### src/rtl/hazard_fwd_unit.sv
// Hazard detection and EX operand-forwarding control for a 5-stage MIPS pipeline.
// A private scoreboard tracks EX/MEM/WB destinations; stall/bubble/flush are combinational.
module hazard_fwd_unit #(
    parameter int RA_W   = 5,
    parameter int FWD_EN = 1,
    parameter int CNT_W  = 16
) (
    input  logic             clk,
    input  logic             rst,
    input  logic             id_valid,
    input  logic [RA_W-1:0]  id_rs,
    input  logic [RA_W-1:0]  id_rt,
    input  logic             id_uses_rt,
    input  logic [RA_W-1:0]  id_dst,
    input  logic             id_reg_write,
    input  logic             id_mem_read,
    input  logic             redirect,
    output logic             stall_if,
    output logic             bubble_ex,
    output logic             flush,
    output logic [1:0]       fwd_a,
    output logic [1:0]       fwd_b,
    output logic [CNT_W-1:0] stall_cnt,
    output logic [CNT_W-1:0] flush_cnt
);

    typedef struct packed {
        logic            valid;
        logic [RA_W-1:0] dst;
        logic            reg_write;
        logic            mem_read;
    } sb_entry_t;

    localparam logic [1:0] FWD_NONE  = 2'b00;
    localparam logic [1:0] FWD_MEMWB = 2'b01;
    localparam logic [1:0] FWD_EXMEM = 2'b10;

    sb_entry_t        r_ex;
    sb_entry_t        r_mem;
    sb_entry_t        r_wb;
    logic [1:0]       r_fwd_a;
    logic [1:0]       r_fwd_b;
    logic [CNT_W-1:0] r_stall_cnt;
    logic [CNT_W-1:0] r_flush_cnt;

    // Register 0 is hard-wired, so a write to it never creates a dependence.
    function automatic logic entry_match(input sb_entry_t e, input logic [RA_W-1:0] src);
        return e.valid && e.reg_write && (e.dst == src) && (src != '0);
    endfunction

    function automatic logic [1:0] fwd_sel(input logic ex_hit, input logic mem_hit);
        if (ex_hit)
            return FWD_EXMEM;
        else if (mem_hit)
            return FWD_MEMWB;
        return FWD_NONE;
    endfunction

    logic      w_ex_rs, w_ex_rt, w_mem_rs, w_mem_rt, w_wb_rs, w_wb_rt;
    logic      w_needs_b;
    logic      w_hz_load_use;
    logic      w_hz_raw;
    logic      w_hz;
    logic      w_flush;
    logic      w_stall;
    logic [1:0] w_fwd_a_nxt;
    logic [1:0] w_fwd_b_nxt;
    sb_entry_t w_ex_nxt;
    logic      w_unused_mem_read;

    assign w_needs_b = id_uses_rt;

    assign w_ex_rs  = entry_match(r_ex,  id_rs);
    assign w_ex_rt  = entry_match(r_ex,  id_rt);
    assign w_mem_rs = entry_match(r_mem, id_rs);
    assign w_mem_rt = entry_match(r_mem, id_rt);
    assign w_wb_rs  = entry_match(r_wb,  id_rs);
    assign w_wb_rt  = entry_match(r_wb,  id_rt);

    // With forwarding only a load in EX cannot supply its result in time.
    assign w_hz_load_use = id_valid && r_ex.mem_read && (w_ex_rs || (w_needs_b && w_ex_rt));
    assign w_hz_raw      = id_valid && ((w_ex_rs || w_mem_rs || w_wb_rs) ||
                           (w_needs_b && (w_ex_rt || w_mem_rt || w_wb_rt)));
    assign w_hz          = (FWD_EN != 0) ? w_hz_load_use : w_hz_raw;

    assign w_flush   = !rst && redirect;
    assign w_stall   = !rst && w_hz && !w_flush;

    assign flush     = w_flush;
    assign stall_if  = w_stall;
    assign bubble_ex = w_stall || w_flush;

    // Only the EX entry's mem_read is ever consulted; older copies just ride along.
    assign w_unused_mem_read = r_mem.mem_read ^ r_wb.mem_read;

    always_comb begin
        w_ex_nxt.valid     = id_valid && !w_stall && !w_flush;
        w_ex_nxt.dst       = id_dst;
        w_ex_nxt.reg_write = id_reg_write;
        w_ex_nxt.mem_read  = id_mem_read;
    end

    // The select is computed against the current EX/MEM entries, which become
    // EX/MEM and MEM/WB respectively when this ID instruction enters EX.
    always_comb begin
        w_fwd_a_nxt = FWD_NONE;
        w_fwd_b_nxt = FWD_NONE;
        if ((FWD_EN != 0) && !w_stall && !w_flush) begin
            w_fwd_a_nxt = fwd_sel(w_ex_rs, w_mem_rs);
            if (w_needs_b)
                w_fwd_b_nxt = fwd_sel(w_ex_rt, w_mem_rt);
        end
    end

    always_ff @(posedge clk) begin
        if (rst) begin
            r_ex    <= '0;
            r_mem   <= '0;
            r_wb    <= '0;
            r_fwd_a <= FWD_NONE;
            r_fwd_b <= FWD_NONE;
        end else begin
            r_wb    <= r_mem;
            r_mem   <= w_flush ? '0 : r_ex;
            r_ex    <= w_ex_nxt;
            r_fwd_a <= w_fwd_a_nxt;
            r_fwd_b <= w_fwd_b_nxt;
        end
    end

    always_ff @(posedge clk) begin
        if (rst) begin
            r_stall_cnt <= '0;
            r_flush_cnt <= '0;
        end else begin
            if (w_stall && (r_stall_cnt != '1))
                r_stall_cnt <= r_stall_cnt + CNT_W'(1);
            if (w_flush && (r_flush_cnt != '1))
                r_flush_cnt <= r_flush_cnt + CNT_W'(1);
        end
    end

    assign fwd_a     = r_fwd_a;
    assign fwd_b     = r_fwd_b;
    assign stall_cnt = r_stall_cnt;
    assign flush_cnt = r_flush_cnt;

endmodule
### config.mk
export PLATFORM = sky130hd
export DESIGN_NAME = hazard_fwd_unit
export DESIGN_NICKNAME = d
export VERILOG_FILES = /design/src/rtl/hazard_fwd_unit.sv
export SDC_FILE = /design/constraint.sdc
export NUM_CORES = 1
export LEC_CHECK = 0
export CELL_PAD_IN_SITES_DETAIL_PLACEMENT = 1
export CELL_PAD_IN_SITES_GLOBAL_PLACEMENT = 2
export CORE_MARGIN = 2
export CORE_UTILIZATION = 31
export DETAILED_ROUTE_END_ITERATION = 10
export HOLD_SLACK_MARGIN = 0.08
export PLACE_DENSITY = 0.9
export SLEW_MARGIN = 20
export SYNTH_ARGS = -nofsm -noshare
export SYNTH_HDL_FRONTEND = slang
export SYNTH_SLANG_ARGS = --single-unit
### constraint.sdc
create_clock -name clk -period 3.2 [get_ports clk]
set_input_delay 0.64 -clock clk [delete_from_list [all_inputs] [get_ports clk]]
set_output_delay 0.64 -clock clk [all_outputs]
set_load 0.005 [all_outputs]
==> out/qor.yml <==
period_needed_ns: 3.00
hp-start: "r_ex[7]"
final_area_um2: 3340
vias_per_cell: 4.87
yosys_most_used_dff: "dfxtp_1"
finalHoldViolCount: 0
die_w_um: 91.9
drc: 0
holdPathEnd: "r_mem[7]"
total_power_mw: 1.16
combPwrFrac_pct: 9.2
sequentialPowerShare_pct: 56.5
pwr-share-clk_pct: 34.3
ys_seq_elements: 51
worst_pin_slew_ns: 0.579
synth_top_cell_by_area: "dfxtp_1"
met1_usage_pct: 20.1
synth_top_area_share_pct: 42.6
postSynthCellCount: 265
grt_use_met3_pct: 3.04
ios: 61
yosys.cell_types.count: 39
core_um2: 7610
min_path_cells: 1
p_int_uw: 881
setup_tns_ns: 0
first_pass_iters: 4
numClockSinks: 51
setup_viol: 0
root_buffer: "clkbuf_8"
areaGrowthSynthToFinish_pct: 39.2
cap_violations: 0
cts_buffer_depth: 2
fin_util_pct: 43.8
status: "complete, no violations"
worstSetupStartpointType: "primary input"
syn_area_per_cell_um2: 9.04
cp.required_ns: 2.56
mappedNetlistArea_um2: 2400
slew_headroom_pct: 61.1
rsz0062_at_grt: "no"
clock_latency_ns: 0.30
critical_path_peak_fanout: 2
synth_edf_count: 0
end_kind: "primary output"
fin_cells: 445
slew_violations: 0
hold_class: "reg2reg"
yosys_warnings: 0
syn_nets: 289
switching_share_pct: 23.9
rows: 32
path_clk_slew_ns: 0.10
switchingPower_uw: 277
placed_cells: 435
numCtsBuffers: 5
grt-busiest-layer: "met2"
grt_overflow: 0
wl_um: 6390
powerDensity_nw_per_um2: 347
timing.final.crit_share_pct: 93.9
nets: 366
synth_common_cells: "dfxtp_1, nor2_1, nand3_1, xnor2_1, nand2_1"
use_met2_pct: 28.2
gp_congestion: 0.738
arrival_ns: 2.36
place_area_um2: 3210
fill_cells: 895
grt_max_degree: 23
crit_type: "in2out"
timing.rr.end: "stall_cnt[12]"
post-synth-top-count-cell: "dfxtp_1"
vias: 2166
reg2reg_setup_slack_ns: 0.92
vdd_ir_drop_max_uv: 149
final_layout_size_suffix_gt1_share_pct: 9.91
grt_pass1_wl_um: 10900
crit_start: "id_rs[1]"
gr-usage-all-layers_pct: 16.0
die-area_um2: 8450
drt_iter0_drc: 39
tritoncts: "yes"
dp_hpwl_um: 4840
rr_worst_depth: 9
port_buffers: 60
antenna_found_initial: 0
antenna_left: 0
ys_top_cells_by_area: "dfxtp_1, xnor2_1, xor2_1, nand3_1, nor2_1"
start_util_pct: 31.5
diodes: 0
r2r-start: "r_ex[2]"
first_global_vias: 2265
leakagePower_nw: 1.19
max_freq_ghz: 0.333
yosysSeqAreaShare_pct: 42.6
htreeDepth: 2
skew_ns: 0.00790
async_reset_ff_share_pct: 0
fp.dieH_um: 91.9
drt-wirelength-per-cell_um: 14.4
==> metrics by stage <==
stage / setup WS [ns] / hold WS [ns]
final: 0.197 / 0.463
after floorplan: 0.637 / 0.430
after CTS: 0.0120 / 0.468
after global routing: 0.0190 / 0.500
after global placement: -0.160 / 0.440
after detailed placement: -0.208 / 0.450
==> area by class of cell <==
cell class	instances	area, um2	share of cell area (%)
Inverter	3	11.3	0.338
Sequential cell	51	1020	30.6
Clock buffer	6	82.6	2.48
Tap cell	102	128	3.83
Timing Repair Buffer	78	736	22.1
Multi-Input combinational cell	203	1340	40.2
Clock inverter	2	16.3	0.488
==> cell families after synthesis <==
group | Yosys count | share of synthesized area, %
xor gates and xnor gates | 32 | 11.7
buffers and inverters | 11 | 1.88
DFF | 51 | 42.6
AOI/OAI and AO/OA | 38 | 10.6
adders and majority gates | 2 | 1.04
and+or+nand+nor | 127 | 30.3
muxes | 4 | 1.83
==> metal layers <==
metal	up-vias	routed length, um
met5	-	0
met4	0	65
met3	7	200
met2	36	3180
met1	1029	2940
li1	1094	-
==> flip-flops by register name, summed over array words and instances (netlist names) <==
signal / cells
r_mem: 7
r_ex: 8
fwd_b: 2
stall_cnt: 16
fwd_a: 2
flush_cnt: 16
==> worst max-delay path by stage <==
stage	end	slack, ns
final	stall_if	0.20
after global routing	bubble_ex	0.02
after CTS	bubble_ex	0.01
after detailed placement	bubble_ex	-0.21
after global placement	bubble_ex	-0.16
after floorplan	bubble_ex	0.64
==> worst max-delay path: stages <==
cell	delay [ns]
clkdlybuf4s50_1	0.50
xnor2_1	0.13
nand4_1	0.16
nor4b_4	0.27
nor2_2	0.08
buf_4	0.14
buf_6	0.11
nor2_1	0.09
dlygate4sd2_1	0.24
==> cells in the final DEF (no fill, tap or decap), types with 7 or more instances in the layout <==
master           netlist  final
clkdlybuf4s50_1        0     54
dfxtp_1               51     51
nor2_1                23     23
nand3_1               19     19
xnor2_1               17     17
buf_4                  1     17
nand2_1               16     16
xor2_1                15     15
a21oi_1               14     14
nor2b_1               12     12
and2_1                 9      9
nor3_1                 8      8
or3_1                  8      8
and4_1                 7      7
==> power by group through the flow <==
stage | registers, mW | clock network (mW) | logic (mW)
finish | 0.655 | 0.397 | 0.106
global route | 0.656 | 0.437 | 0.118
CTS | 0.655 | 0.415 | 0.108
detailed placement | 0.669 | 0 | 0.108
global placement | 0.669 | 0 | 0.104
floorplan | 0.666 | 0 | 0.0465
==> timing repair <==
action	in CTS	in global routing
hold buffers	0	0
buffers inserted	1	1
gates resized for setup	8	1
cloned	0	0
endpoints found under the setup margin	2	1
pin swaps	4	2
No activity file was read; power rests on OpenSTA's default activity.
